$ cat src/rtl/ctrl_pkg.sv
// Shared types and constants for the multicycle RISC-V control path.
// Used by multicycle_controller and alu_decoder.
package ctrl_pkg;

   typedef enum logic [3:0] {
      StFetch    = 4'd0,
      StDecode   = 4'd1,
      StMemAdr   = 4'd2,
      StMemRead  = 4'd3,
      StMemWb    = 4'd4,
      StMemWrite = 4'd5,
      StExecR    = 4'd6,
      StExecI    = 4'd7,
      StAluWb    = 4'd8,
      StBranch   = 4'd9,
      StJal      = 4'd10
   } state_t;

   localparam logic [6:0] OP_LOAD   = 7'b0000011;
   localparam logic [6:0] OP_STORE  = 7'b0100011;
   localparam logic [6:0] OP_RTYPE  = 7'b0110011;
   localparam logic [6:0] OP_ITYPE  = 7'b0010011;
   localparam logic [6:0] OP_BRANCH = 7'b1100011;
   localparam logic [6:0] OP_JAL    = 7'b1101111;

   localparam logic [2:0] F3_BEQ = 3'b000;
   localparam logic [2:0] F3_BNE = 3'b001;

   localparam logic [2:0] ALU_ADD = 3'b000;
   localparam logic [2:0] ALU_SUB = 3'b001;
   localparam logic [2:0] ALU_AND = 3'b010;
   localparam logic [2:0] ALU_OR  = 3'b011;
   localparam logic [2:0] ALU_SLT = 3'b101;

   localparam logic [1:0] ALUOP_ADD   = 2'b00;
   localparam logic [1:0] ALUOP_SUB   = 2'b01;
   localparam logic [1:0] ALUOP_FUNCT = 2'b10;

   localparam logic [1:0] IMM_I = 2'b00;
   localparam logic [1:0] IMM_S = 2'b01;
   localparam logic [1:0] IMM_B = 2'b10;
   localparam logic [1:0] IMM_J = 2'b11;

   localparam logic [1:0] SRCA_PC    = 2'b00;
   localparam logic [1:0] SRCA_OLDPC = 2'b01;
   localparam logic [1:0] SRCA_RD1   = 2'b10;

   localparam logic [1:0] SRCB_RD2  = 2'b00;
   localparam logic [1:0] SRCB_IMM  = 2'b01;
   localparam logic [1:0] SRCB_FOUR = 2'b10;

   localparam logic [1:0] RES_ALUOUT    = 2'b00;
   localparam logic [1:0] RES_DATA      = 2'b01;
   localparam logic [1:0] RES_ALURESULT = 2'b10;

   function automatic logic [1:0] imm_src_of(input logic [6:0] op);
      logic [1:0] imm;
      imm = IMM_I;
      case (op)
         OP_STORE:  imm = IMM_S;
         OP_BRANCH: imm = IMM_B;
         OP_JAL:    imm = IMM_J;
         default:   imm = IMM_I;
      endcase
      return imm;
   endfunction

endpackage

$ cat src/rtl/alu_decoder.sv
// Maps the FSM's ALUOp plus instruction fields onto the ALU operation code.
module alu_decoder
   import ctrl_pkg::*;
(
   input  logic [1:0] alu_op,
   input  logic [2:0] funct3,
   input  logic       op5,
   input  logic       funct7b5,
   output logic [2:0] alu_control
);

   always_comb begin
      alu_control = ALU_ADD;
      case (alu_op)
         ALUOP_ADD: alu_control = ALU_ADD;
         ALUOP_SUB: alu_control = ALU_SUB;
         ALUOP_FUNCT: begin
            case (funct3)
               // Only register-register ops honour funct7b5; addi must stay an add.
               3'b000:  alu_control = (op5 & funct7b5) ? ALU_SUB : ALU_ADD;
               3'b010:  alu_control = ALU_SLT;
               3'b110:  alu_control = ALU_OR;
               3'b111:  alu_control = ALU_AND;
               default: alu_control = ALU_ADD;
            endcase
         end
         default:   alu_control = ALU_ADD;
      endcase
   end

endmodule

$ cat src/rtl/multicycle_controller.sv
// Fetch/decode/execute/memory/writeback control FSM for the multicycle RISC-V core.
// Define CTRL_BNE_EN to also accept bne (funct3=001) as a branch.
module multicycle_controller
   import ctrl_pkg::*;
#(
   parameter state_t RESET_STATE = StFetch
) (
   input  logic       clk,
   input  logic       reset_n,
   input  logic [6:0] op,
   input  logic [2:0] funct3,
   input  logic       funct7b5,
   input  logic       Zero,
   input  logic       MemReady,
   output logic       PCWrite,
   output logic       AdrSrc,
   output logic       MemWrite,
   output logic       IRWrite,
   output logic [1:0] ResultSrc,
   output logic [1:0] ALUSrcA,
   output logic [1:0] ALUSrcB,
   output logic [1:0] ImmSrc,
   output logic       RegWrite,
   output logic [2:0] ALUControl,
   output logic       IllegalOp
);

   state_t     state_q, state_d;
   state_t     cur_state;
   logic [1:0] alu_op;
   logic       pc_update;
   logic       branch;
   logic       taken;

   always_ff @(posedge clk) begin
      if (!reset_n) begin
         state_q <= RESET_STATE;
      end else begin
         state_q <= state_d;
      end
   end

`ifdef CTRL_BNE_EN
   assign taken = funct3[0] ? ~Zero : Zero;
`else
   assign taken = Zero;
`endif

   always_comb begin
      state_d   = StFetch;
      pc_update = 1'b0;
      branch    = 1'b0;
      alu_op    = ALUOP_ADD;
      AdrSrc    = 1'b0;
      MemWrite  = 1'b0;
      IRWrite   = 1'b0;
      ResultSrc = RES_ALUOUT;
      ALUSrcA   = SRCA_PC;
      ALUSrcB   = SRCB_RD2;
      RegWrite  = 1'b0;
      IllegalOp = 1'b0;
      // During reset the outputs follow FETCH regardless of the stale state.
      cur_state = reset_n ? state_q : StFetch;

      case (cur_state)
         StFetch: begin
            ALUSrcB   = SRCB_FOUR;
            ResultSrc = RES_ALURESULT;
            IRWrite   = MemReady;
            pc_update = MemReady;
            state_d   = MemReady ? StDecode : StFetch;
         end
         StDecode: begin
            ALUSrcA = SRCA_OLDPC;
            ALUSrcB = SRCB_IMM;
            case (op)
               OP_LOAD, OP_STORE: state_d = StMemAdr;
               OP_RTYPE:          state_d = StExecR;
               OP_ITYPE:          state_d = StExecI;
               OP_JAL:            state_d = StJal;
               OP_BRANCH: begin
`ifdef CTRL_BNE_EN
                  if (funct3 == F3_BEQ || funct3 == F3_BNE) begin
`else
                  if (funct3 == F3_BEQ) begin
`endif
                     state_d = StBranch;
                  end else begin
                     state_d   = StFetch;
                     IllegalOp = 1'b1;
                  end
               end
               default: begin
                  state_d   = StFetch;
                  IllegalOp = 1'b1;
               end
            endcase
         end
         StMemAdr: begin
            ALUSrcA = SRCA_RD1;
            ALUSrcB = SRCB_IMM;
            state_d = op[5] ? StMemWrite : StMemRead;
         end
         StMemRead: begin
            AdrSrc  = 1'b1;
            state_d = MemReady ? StMemWb : StMemRead;
         end
         StMemWb: begin
            ResultSrc = RES_DATA;
            RegWrite  = 1'b1;
            state_d   = StFetch;
         end
         StMemWrite: begin
            AdrSrc   = 1'b1;
            MemWrite = 1'b1;
            state_d  = MemReady ? StFetch : StMemWrite;
         end
         StExecR: begin
            ALUSrcA = SRCA_RD1;
            ALUSrcB = SRCB_RD2;
            alu_op  = ALUOP_FUNCT;
            state_d = StAluWb;
         end
         StExecI: begin
            ALUSrcA = SRCA_RD1;
            ALUSrcB = SRCB_IMM;
            alu_op  = ALUOP_FUNCT;
            state_d = StAluWb;
         end
         StAluWb: begin
            RegWrite = 1'b1;
            state_d  = StFetch;
         end
         StBranch: begin
            ALUSrcA = SRCA_RD1;
            ALUSrcB = SRCB_RD2;
            alu_op  = ALUOP_SUB;
            branch  = 1'b1;
            state_d = StFetch;
         end
         StJal: begin
            ALUSrcA   = SRCA_OLDPC;
            ALUSrcB   = SRCB_FOUR;
            pc_update = 1'b1;
            state_d   = StAluWb;
         end
         default: state_d = StFetch;
      endcase

      PCWrite = pc_update | (branch & taken);

      if (!reset_n) begin
         PCWrite   = 1'b0;
         IRWrite   = 1'b0;
         MemWrite  = 1'b0;
         RegWrite  = 1'b0;
         IllegalOp = 1'b0;
      end
   end

   assign ImmSrc = imm_src_of(op);

   alu_decoder u_alu_decoder (
      .alu_op      (alu_op),
      .funct3      (funct3),
      .op5         (op[5]),
      .funct7b5    (funct7b5),
      .alu_control (ALUControl)
   );

endmodule

$ cat config.mk
export PLATFORM = sky130hd
export DESIGN_NAME = multicycle_controller
export DESIGN_NICKNAME = d
export VERILOG_FILES = /design/src/rtl/ctrl_pkg.sv /design/src/rtl/alu_decoder.sv /design/src/rtl/multicycle_controller.sv
export SDC_FILE = /design/constraint.sdc
export NUM_CORES = 1
export LEC_CHECK = 0
export CORE_MARGIN = 2
export CORE_UTILIZATION = 39
export DETAILED_ROUTE_END_ITERATION = 8
export HOLD_SLACK_MARGIN = 0.02
export PLACE_DENSITY_LB_ADDON = 0.12
export SETUP_SLACK_MARGIN = 0.05
export SLEW_MARGIN = 20
export SYNTH_ARGS = -nofsm -noshare
export SYNTH_HDL_FRONTEND = slang
export SYNTH_SLANG_ARGS = --single-unit
$ cat constraint.sdc
create_clock -name clk -period 1.99 [get_ports clk]
set_clock_uncertainty 0.15 [all_clocks]
set_input_delay 0.398 -clock clk [delete_from_list [all_inputs] [get_ports clk]]
set_output_delay 0.398 -clock clk [all_outputs]
set_load 0.03 [all_outputs]
==> impl_metrics.tcl, run 1 <==
set metrics [dict create \
    syn_area_um2 636.9 \
    gp_congestion 0.8899 \
    cts-buffers-inserted 3 \
    ys_warn_count 0 \
    die_w_um 44.41 \
    synth_edf_count 0 \
    yosys.area.top_type "dfxtp_1" \
    ys_seq_area_share_pct 12.57 \
    port_buffers 31 \
    synth_area_leaders "dfxtp_1 (13%), nor2_1 (8.8%), a21oi_1 (7.9%)" \
    cts_hold_buf 0 \
    ys_seq_elements 4 \
    cts_resized 74 \
    synth_nets 115 \
    cts_setup_buffers 15 \
    cts-root-buf "clkbuf_4" \
    die_height_um 44.41 \
    async_flop_share_pct 0 \
    cts_sinks 4 \
    synth.top_cell.area_share_pct 12.57 \
    synth_top_cells_by_count "nor2_1 (15), a21oi_1 (10), nand2_1 (10), nand2b_1 (5), nor3_1 (5)" \
    syn_area_per_cell_um2 6.499 \
    status "stopped before the end" \
    rows 14 \
    post-place-ws_ns -0.5569 \
    num_io_pins 32 \
    stop_stage "4_1_cts" \
    cts_buffer_depth 2 \
    dp_hpwl_um 1660 \
    tool.error "[ERROR DPL-0038] Utilization greater than 100%, impossible to legalize" \
    synth.most_common_cell "nor2_1" \
    synth.distinct_cells 36 \
    cts.htree.levels 1 \
    synthCells 98 \
    synth_ff_type "dfxtp_1" \
    initial_core_util_pct 41.79 \
]
## per-stage QoR
step	TNS, ns	instances	hold WS, ns	util [%]	cell area (um2)
floorplan	-0.06866	98	0.4372	-	725.7
global placement	-3.704	171	0.5936	79.64	1214
detailed placement	-4.183	171	0.6110	79.64	1214
## cell families after synthesis
kind of cell / count (synthesis) / synth area share, %
adder cells (fa/ha/maj): 2 / 3.929
flip-flops: 4 / 12.57
buffers and inverters: 9 / 6.874
AO/OA/AOI/OAI: 24 / 22.99
multiplexers: 2 / 3.144
AND/OR/NAND/NOR: 55 / 47.74
XOR/XNOR: 2 / 2.751
==> run 2: changes to the inputs <==
--- a/config.mk
+++ b/config.mk
@@ -5,12 +5,10 @@
 export SDC_FILE = /design/constraint.sdc
 export NUM_CORES = 1
 export LEC_CHECK = 0
-export CORE_MARGIN = 2
-export CORE_UTILIZATION = 39
+export CORE_AREA = 2 2 63 65
 export DETAILED_ROUTE_END_ITERATION = 8
-export HOLD_SLACK_MARGIN = 0.02
-export PLACE_DENSITY_LB_ADDON = 0.12
-export SETUP_SLACK_MARGIN = 0.05
+export DIE_AREA = 0 0 65 67
+export PLACE_DENSITY_LB_ADDON = 0.15
 export SLEW_MARGIN = 20
 export SYNTH_ARGS = -nofsm -noshare
 export SYNTH_HDL_FRONTEND = slang
==> run 2 against run 1 <==
Net effect: the flow now finishes, with violations (setup timing); synthesized cell count did not move; synthesized area did not move.
==> impl_metrics.tcl, run 2 <==
set metrics [dict create \
    top_register "state_q" \
    reg_top3 "state_q: 4 flops" \
    fin_util_pct 37.65 \
    hold_violations 0 \
    power_density_nw_per_um2 298.1 \
    switching_power_uw 113.7 \
    port_buffers 31 \
    period_needed_ns 2.090 \
    worst_slack_ns -0.1001 \
    cts_sinks 4 \
    core_um2 3606 \
    gp_congestion 0.7839 \
    leakage_nw 0.5657 \
    num_vias 910 \
    syn_area_per_cell_um2 6.499 \
    drive_gt1_share_pct 49.37 \
    grt_pass1_vias 902 \
    relSlewSlack_pct 78.78 \
    largest_register_ffs 4 \
    yosys.area.top_type "dfxtp_1" \
    die_height_um 67 \
    crit_type "register to output port" \
    synthCells 98 \
    drc_errors 0 \
    cts_hold_buf 0 \
    detail-route-antenna-nets 0 \
    min_from "state_q[1]" \
    endpoint_kind "output port" \
    worstPathArrival_ns 1.54 \
    slew_violations 0 \
    finalNetCount 177 \
    clk_latency_ns 0.21 \
    fmax_mhz 478.5 \
    mostFrequentLayoutCells "buf_4 (42), nor2_1 (12), nand2_1 (9), a21oi_1 (9), dlygate4sd2_1 (9)" \
    min_to "state_q[3]" \
    cts-buffers-inserted 3 \
    crit_fanout 2 \
    placedCellCount 200 \
    synth.most_common_cell "nor2_1" \
    synth_area_leaders "dfxtp_1 (13%), nor2_1 (8.8%), a21oi_1 (7.9%)" \
    synth.top_cell.area_share_pct 12.57 \
    ys_seq_area_share_pct 12.57 \
    wl_per_cell_um 11.15 \
    internal-power_uw 291.0 \
    swShare_pct 28.09 \
    fin_tns_setup_ns -0.2603 \
    routed_via_density 4.417 \
    crit_path_start_kind "register" \
    required_ns 1.44 \
    cts_buffer_depth 2 \
    synth_edf_count 0 \
    rsz0062_at_grt "true" \
    max-cap-violations 0 \
    hold_path_class "register to register" \
    vdd_drop_max_uv 203.5 \
    antennaDiodeCount 0 \
    cts.htree.levels 1 \
    antenna_found_initial 0 \
    hold_depth 3 \
    combPwrFrac_pct 38.4 \
    layout_commonest_cell "buf_4" \
    ys_seq_elements 4 \
    dr.pass1.iters 3 \
    hold_ws_ns 0.5166 \
    timing.rr.end "state_q[2]" \
    r2r_start "state_q[1]" \
    stdcell_count 206 \
    rows 22 \
    synth_nets 115 \
    worstMarginPinSlew_ns 0.3141 \
    reg2regPathDepth 6 \
    synth_top_cells_by_count "nor2_1 (15), a21oi_1 (10), nand2_1 (10), nand2b_1 (5), nor3_1 (5)" \
    status "complete, but fails checks" \
    dieArea_um2 4355 \
    power_uw 404.7 \
    async_flop_share_pct 0 \
    dp_hpwl_um 1848 \
    track_usage_pct 10.96 \
    setup_viol 3 \
    grt_pass1_wl_um 3732 \
    ys_warn_count 0 \
    initial_core_util_pct 17.66 \
    synth_ff_type "dfxtp_1" \
    grt-ovfl-total 0 \
    synth.distinct_cells 36 \
    failed_checks "setup timing" \
    r2r_slack_ns 0.29 \
    seq_power_share_pct 20.5 \
    first_iter_violations 53 \
    syn_area_um2 636.9 \
    grt_max_degree 15 \
    area_delta_synth_final_pct 113.2 \
    clockPowerShare_pct 41.1 \
    num_io_pins 32 \
    die_w_um 65 \
    cts-root-buf "clkbuf_8" \
    timing.final.crit_share_pct 105.0 \
    cts_tree "built" \
    drt_wl_total_um 2297 \
    cts.clk_slew.worst_paths_ns 0.03 \
]
## run 2: cell families after synthesis
family / count (synthesis) / share of synthesized area [%]
AO/OA/AOI/OAI: 24 / 22.99
XOR/XNOR: 2 / 2.751
adder cells (fa/ha/maj): 2 / 3.929
buffers and inverters: 9 / 6.874
flip-flops: 4 / 12.57
multiplexers: 2 / 3.144
AND/OR/NAND/NOR: 55 / 47.74
## run 2: how the worst max path moves through the flow
stage / slack, ns / cells after the start / start / endpoint
after floorplan: -0.22 / 5 / state_q[3] / ALUControl[1]
after global placement: -0.48 / 6 / reset_n / ALUControl[1]
after detailed placement: -0.54 / 6 / reset_n / ALUControl[1]
after CTS: -0.12 / 6 / reset_n / ALUControl[1]
after global routing: -0.18 / 5 / state_q[1] / IllegalOp
final: -0.10 / 5 / state_q[1] / IllegalOp
## run 2: power groups by stage
stage               Clock [mW]  Sequential (mW)  Combinational [mW]
detailed placement           0           0.0840               0.147
global route             0.182           0.0829               0.168
finish                   0.166           0.0828               0.155
CTS                      0.171           0.0823               0.153
global placement             0           0.0839               0.146
floorplan                    0           0.0846              0.0592
## run 2: per-layer routing
metal	up-vias	global-route usage [%]	wire length, um
li1	471	-	-
met2	13	21.13	1244
met5	-	0	0
met4	0	0.7979	0
met1	426	12.36	984
met3	0	3.041	68
## run 2: per-stage QoR
stage | setup slack [ns] | cell area [um2]
global placement | -0.4844 | 1184
finish | -0.1001 | 1358
floorplan | -0.2182 | 674.4
detailed placement | -0.5394 | 1184
global route | -0.1792 | 1358
CTS | -0.1238 | 1328
## run 2: area by class of cell
type | count | area, um2
clock buffers | 3 | 41.29
repair buffers | 62 | 515.5
flip-flops and latches | 4 | 86.33
inverters | 4 | 15.01
multi-input cells | 85 | 639.4
fillers | 417 | 2248
well taps | 48 | 60.06
## run 2: worst max-delay path: stages (launching register included)
cell and delay [ns]:
dfxtp_2 0.30, nand2b_4 0.14, buf_6 0.11, or3_4 0.37, a211oi_2 0.21, buf_4 0.19
## run 2: what timing repair did
action / 4_1_cts / 5_1_grt
endpoints found under the setup margin: 15 / 11
setup buffers: 3 / 0
resized for setup: 32 / 9
pin swaps: 8 / 3
Power figures use the tool's default switching activity.
==> run 3: changes to the inputs <==
--- a/config.mk
+++ b/config.mk
@@ -5,6 +5,7 @@
 export SDC_FILE = /design/constraint.sdc
 export NUM_CORES = 1
 export LEC_CHECK = 0
+export ABC_AREA = 1
 export CORE_AREA = 2 2 63 65
 export DETAILED_ROUTE_END_ITERATION = 8
 export DIE_AREA = 0 0 65 67
==> run 3 against run 2 <==
Net effect: the flow still finishes with violations (setup timing); clock power up 3%; register-to-register slack better by 0.07 ns; first-iteration DRC count down 40%; worst setup slack better by 0.029 ns; core utilization up 5.2 points; global-route usage down 0.33 points; die area unchanged; hold slack worse by 0.041 ns; sequential share of layout area down 0.86 points; largest power group unchanged; highest routed layer is now met4.
==> impl_metrics.tcl, run 3 <==
set metrics [dict create \
    cts-root-buf "clkbuf_8" \
    wl_per_cell_um 10.01 \
    grt_max_degree 6 \
    synth-compound-area-share_pct 12.33 \
    cp_common_cell "buf_4" \
    synth_top_family_by_area "simple AND/OR/NAND/NOR gates" \
    leakage_nw 0.8040 \
    power_density_nw_per_um2 261.8 \
    initial_core_util_pct 15.20 \
    top_register "state_q" \
    antennaDiodeCount 0 \
    hold_violations 0 \
    critical-path-top-delay-family "buffers and inverters" \
    synth_ff_type "dfxtp_1" \
    yosys-mux-area-fraction_pct 0 \
    crit_type "input port to output port" \
    cts_sinks 4 \
    detail-route-antenna-nets 0 \
    mostFrequentLayoutCells "buf_4 (54), nand2_1 (18), buf_6 (15)" \
    async_flop_share_pct 0 \
    syn_area_um2 548.0 \
    vdd_drop_max_uv 133.6 \
    syn_area_per_cell_um2 5.536 \
    hold_path_class "input port to register" \
    port_buffers 31 \
    failed_checks "setup timing" \
    power_uw 404.9 \
    rows 22 \
    status "complete, but fails checks" \
    combPwrFrac_pct 37.6 \
    track_usage_pct 10.63 \
    drt_wl_total_um 2332 \
    num_vias 918 \
    synthAdderAreaFrac_pct 4.566 \
    endpoint_kind "output port" \
    synth_nets 116 \
    synth_top_cells_by_count "nand2_1 (28), inv_1 (15), nor2_1 (13), nand3_1 (11), inv_2 (5)" \
    crit_fanout 5 \
    cts_buffer_depth 2 \
    required_ns 1.44 \
    setup_viol 6 \
    drive_gt1_share_pct 64.86 \
    crit_path_start_kind "input port" \
    finalNetCount 204 \
    antenna_found_initial 0 \
    path_cells "buf_2 > inv_2 > buf_4 > nor3_2 > nand2_1 > o21ai_0 > buf_4" \
    die_w_um 65 \
    synth.top_cell.area_share_pct 19.18 \
    synth_simple_gate_area_share_pct 54.79 \
    cts_tree "built" \
    rsz0062_at_grt "true" \
    switching_power_uw 115.9 \
    crit_path_max_incr_delay_ns 0.28 \
    grt_pass1_wl_um 3643 \
    grt_pass1_vias 933 \
    worstMarginPinSlew_ns 0.2918 \
    fin_area_um2 1546 \
    relSlewSlack_pct 80.44 \
    ys_seq_area_share_pct 14.61 \
    swShare_pct 28.63 \
    worstPathArrival_ns 1.51 \
    area_delta_synth_final_pct 182.2 \
    fmax_mhz 485.3 \
    die_height_um 67 \
    yosys.area.top_type "nand2_1" \
    synth.most_common_cell "nand2_1" \
    grt-ovfl-total 0 \
    synth_edf_count 0 \
    ys_warn_count 0 \
    core_um2 3606 \
    seq_power_share_pct 20.2 \
    first_iter_violations 32 \
    drc_errors 0 \
    worst_slack_ns -0.07073 \
    cts.htree.levels 1 \
    crit_buf_inv 4 \
    timing.final.crit_share_pct 103.6 \
    max-cap-violations 0 \
    layout_commonest_cell "buf_4" \
    largest_register_ffs 4 \
    slowest_stage "nor3_2" \
    cts.clk_slew.worst_paths_ns 0.03 \
    internal-power_uw 289.0 \
    dieArea_um2 4355 \
    synth.distinct_cells 22 \
    gp_congestion 0.8415 \
    synth_xor_area_share_pct 0 \
    routed_via_density 3.940 \
    reg_top3 "state_q: 4 flops" \
    synthCells 99 \
    synth_area_leaders "nand2_1 (19%), dfxtp_1 (15%), inv_1 (10%)" \
    period_needed_ns 2.061 \
    slew_violations 0 \
    clockPowerShare_pct 42.2 \
    placed_cell_area_um2 1152 \
    ys_seq_elements 4 \
    cts-buffers-inserted 3 \
    dr.pass1.iters 4 \
    clk_latency_ns 0.22 \
    dp_hpwl_um 1708 \
    num_io_pins 32 \
]
run 3: final cells by class:
cell class | instances | area (um2)
Fill cell | 378 | 2059
Timing Repair Buffer | 83 | 708.2
Multi-Input combinational cell | 75 | 576.8
Sequential cell | 4 | 85.08
Inverter | 20 | 75.07
Tap cell | 48 | 60.06
Clock buffer | 3 | 41.29
run 3: power groups by stage:
stage | Combinational, mW | Sequential [mW] | Clock (mW)
2_1_floorplan | 0.0452 | 0.0844 | 0
3_3_place_gp | 0.122 | 0.0843 | 0
3_5_place_dp | 0.122 | 0.0841 | 0
4_1_cts | 0.140 | 0.0817 | 0.177
5_1_grt | 0.163 | 0.0818 | 0.179
6_report | 0.152 | 0.0818 | 0.171
run 3: timing repair:
action,in CTS,in global routing
hold buffers,0,0
pin swaps,21,6
gates resized for setup,48,22
setup buffers,14,4
setup endpoints to repair,17,15
run 3: tightest hold or removal path, cell delays in order:
cell and delay [ns]:
buf_2 0.14, inv_2 0.08, buf_4 0.14, a21oi_2 0.03
run 3: through the flow:
| step | util, % | setup TNS [ns] | instances | hold WS [ns] | setup slack (ns) |
|---|---|---|---|---|---|
| detailed placement | 31.96 | -5.528 | 213 | 0.6688 | -0.6088 |
| finish | 42.89 | -0.2373 | 233 | 0.4755 | -0.07073 |
| global route | 42.89 | -0.8265 | 233 | 0.4903 | -0.1271 |
| CTS | 40.15 | -0.4350 | 229 | 0.4666 | -0.1053 |
| floorplan | - | -0.08755 | 99 | 0.3783 | -0.08755 |
| global placement | 31.96 | -5.879 | 213 | 0.6996 | -0.6017 |
run 3: worst paths after layout:
check	to	depth (start not counted)	start	slack (ns)
min	state_q[0]	4	reset_n	0.48
min reg2reg	state_q[1]	5	state_q[0]	0.68
max	ALUSrcB[1]	7	reset_n	-0.07
max reg2reg	state_q[0]	10	state_q[3]	0.36
run 3: cell families (layout without fill, tap and decap cells):
kind of cell,after synthesis,in the layout
buffers and inverters,20,106
and+or+nand+nor,63,63
AOI/OAI and AO/OA,10,10
DFF,4,4
adders and majority gates,2,2
run 3: routing by layer:
| layer | vias to the layer above | wire length [um] | global-route usage [%] |
|---|---|---|---|
| li1 | 487 | - | - |
| met1 | 400 | 922 | 11.63 |
| met4 | 0 | 18 | 3.989 |
| met3 | 2 | 133 | 1.351 |
| met5 | - | 0 | 0 |
| met2 | 29 | 1258 | 20.62 |
==> run 4: changes to the inputs <==
--- a/config.mk
+++ b/config.mk
@@ -7,6 +7,7 @@
 export LEC_CHECK = 0
 export ABC_AREA = 1
 export CORE_AREA = 2 2 63 65
+export CTS_CLUSTER_SIZE = 40
 export DETAILED_ROUTE_END_ITERATION = 8
 export DIE_AREA = 0 0 65 67
 export PLACE_DENSITY_LB_ADDON = 0.15
==> results of run 4 <==
The final DEF is identical to that of run 3; final timing and power are the same.
==> RTL edit (config.mk and constraints of run 4) <==
Make the reset (`reset_n`) asynchronous in one clocked block.
--- a/src/rtl/multicycle_controller.sv
+++ b/src/rtl/multicycle_controller.sv
@@ -32,7 +32,7 @@
    logic       branch;
    logic       taken;
 
-   always_ff @(posedge clk) begin
+   always_ff @(posedge clk or negedge reset_n) begin
       if (!reset_n) begin
          state_q <= RESET_STATE;
       end else begin
Function: no difference found for any inputs over 10 cycles, from zero or initial values and one cycle with reset_n low; that may be too few to reach the edited logic, so the function may still have changed.
==> RTL edit against run 4 <==
  * Sequential cell count did not move
  * Clock power fell by 3%
  * Wire length fell by 1.9%
  * Design area fell by 8.3%
  * Setup slack got worse by 0.054 ns
  * Largest power group unchanged
  * The run still ends with negative setup slack left
  * Final cell count fell by 2.6%
  * Largest cell class unchanged
  * Area after synthesis fell by 3.9%
  * Total power fell by 2.2%
==> RTL edit: results (changes against run 4) <==
metric;value;unit;change
synth_warnings;0;;unchanged
synth_flop_cell;dfrtp_1;;
netlist_top_cells_count;nand2_1 (33), inv_1 (18), nor2_1 (15);;
drive_gt1_frac;0.603;;-0.0453
nFillCells;390;;+3.2%
critPathArrivalTime;1.57;ns;+0.06 ns
slowest_stage;dfrtp_1;;
fin_ws;-0.125;ns;-0.0541 ns
antenna_cells;0;;unchanged
tightest_slew;0.247;ns;-0.0452 ns
numCtsBuffers;3;;unchanged
ys_seq_area_frac;0.190;;+0.0439
holdWs;0.0211;ns;-0.454 ns
synth_cell_types;16;;-27%
fin_nets;198;;-2.9%
wl_per_cell;10.1;µm;+0.71%
hp-class;in -> async;;
gp_congestion;0.799;;-5.0%
crit_family;flip-flops;;
path_max_fanout;3;;-2
slowest_delay;0.42;ns;+0.14 ns
synth_fa_ha_area_frac;0.0475;;+0.00184
placed_cells;209;;-1.9%
synth_fp_nets;116;;unchanged
synthMuxAreaShare;0;;unchanged
port-buffer-count;31;;unchanged
grt_pass1_vias;945;;+1.3%
cts_root_buf;clkbuf_8;;
grt_pass1_wl;3.86;mm;+5.9%
vdd.ir_drop.worst;121;µV;-9.1%
outcome;finished, violations left;;
r2r_cells;7;;-3
r2r_start;state_q[2];;
clkLatencyLatePin;0.21;ns;
yosys-top-cells-area;nand2_1 (24%), dfrtp_1 (19%), inv_1 (13%);;
grt_max_degree;7;;+1
track_usage;0.112;;+0.00557
rrSetupSlack;0.44;ns;+0.08 ns
hpwl;1.72;mm;+0.44%
post_dp_cell_area;0.00112;mm²;-2.4%
vias;905;;-1.4%
p_leak;0.755;nW;-6.1%
synthArstFlopShare;1.00;;+1.00
violations;negative setup slack;;
drtIter0Drc;36;;+13%
avgSynthCellArea;5.32;µm²;-3.9%
drtPass1Iterations;4;;unchanged
antenna_found_initial;0;;unchanged
vias_per_cell;3.99;;+1.2%
critPathLaunch;state_q[3];;
r2r_end;state_q[1];;
synth_compound_area_frac;0.0808;;-0.0425
finalSetupViolCount;4;;-2
## RTL edit: cells by family (layout without fill, tap and decap cells)
logic type                 after synthesis  count (layout)
adders and majority gates                2               2
DFF                                      4               4
buffers and inverters                   18              98
AOI/OAI and AO/OA                        7               7
and+or+nand+nor                         68              68
## RTL edit: worst max path at each step
stage / endpoint / slack (ns) / depth (start not counted)
floorplan: ALUControl[2] / -0.04 / 7
global placement: ALUControl[0] / -0.69 / 10
detailed placement: ALUControl[0] / -0.74 / 10
CTS: ALUControl[0] / -0.18 / 8
global route: ALUControl[0] / -0.20 / 7
finish: ALUControl[0] / -0.12 / 7
## RTL edit: report_power, final
| group | internal (mW) | switching [mW] | total (mW) |
|---|---|---|---|
| clock network | 0.129 | 0.0370 | 0.166 |
| registers | 0.0839 | 0.00132 | 0.0852 |
| logic | 0.0691 | 0.0761 | 0.145 |
| total | 0.282 | 0.114 | 0.396 |
## RTL edit: what timing repair did
item,4_1_cts,5_1_grt
setup endpoints to repair,17,10
pin swaps,18,6
resized for setup,51,9
buffers inserted,13,2
gates cloned,0,0
## RTL edit: stage by stage
stage,setup WS [ns],setup TNS [ns],utilization
after floorplan,-0.0424,-0.0811,-
after global placement,-0.695,-5.64,0.312
after detailed placement,-0.741,-5.78,0.312
after CTS,-0.180,-0.391,0.380
after global routing,-0.200,-0.655,0.393
final,-0.125,-0.241,0.393
## RTL edit: area by class of cell
type,count,area (µm²),share of cell area
repair buffers,77,609,0.429
multi-input cells,77,538,0.379
flip-flops and latches,4,100,0.0705
inverters,18,70.1,0.0494
well taps,48,60.1,0.0423
clock buffers,3,41.3,0.0291
## RTL edit: metal layers
metal  vias up  GRT usage  share of wire
li1        474          -              -
met1       405      0.129           0.43
met2        24      0.215           0.52
met3         2    0.00676          0.047
met4         0     0.0399         0.0083
met5         -          0              0
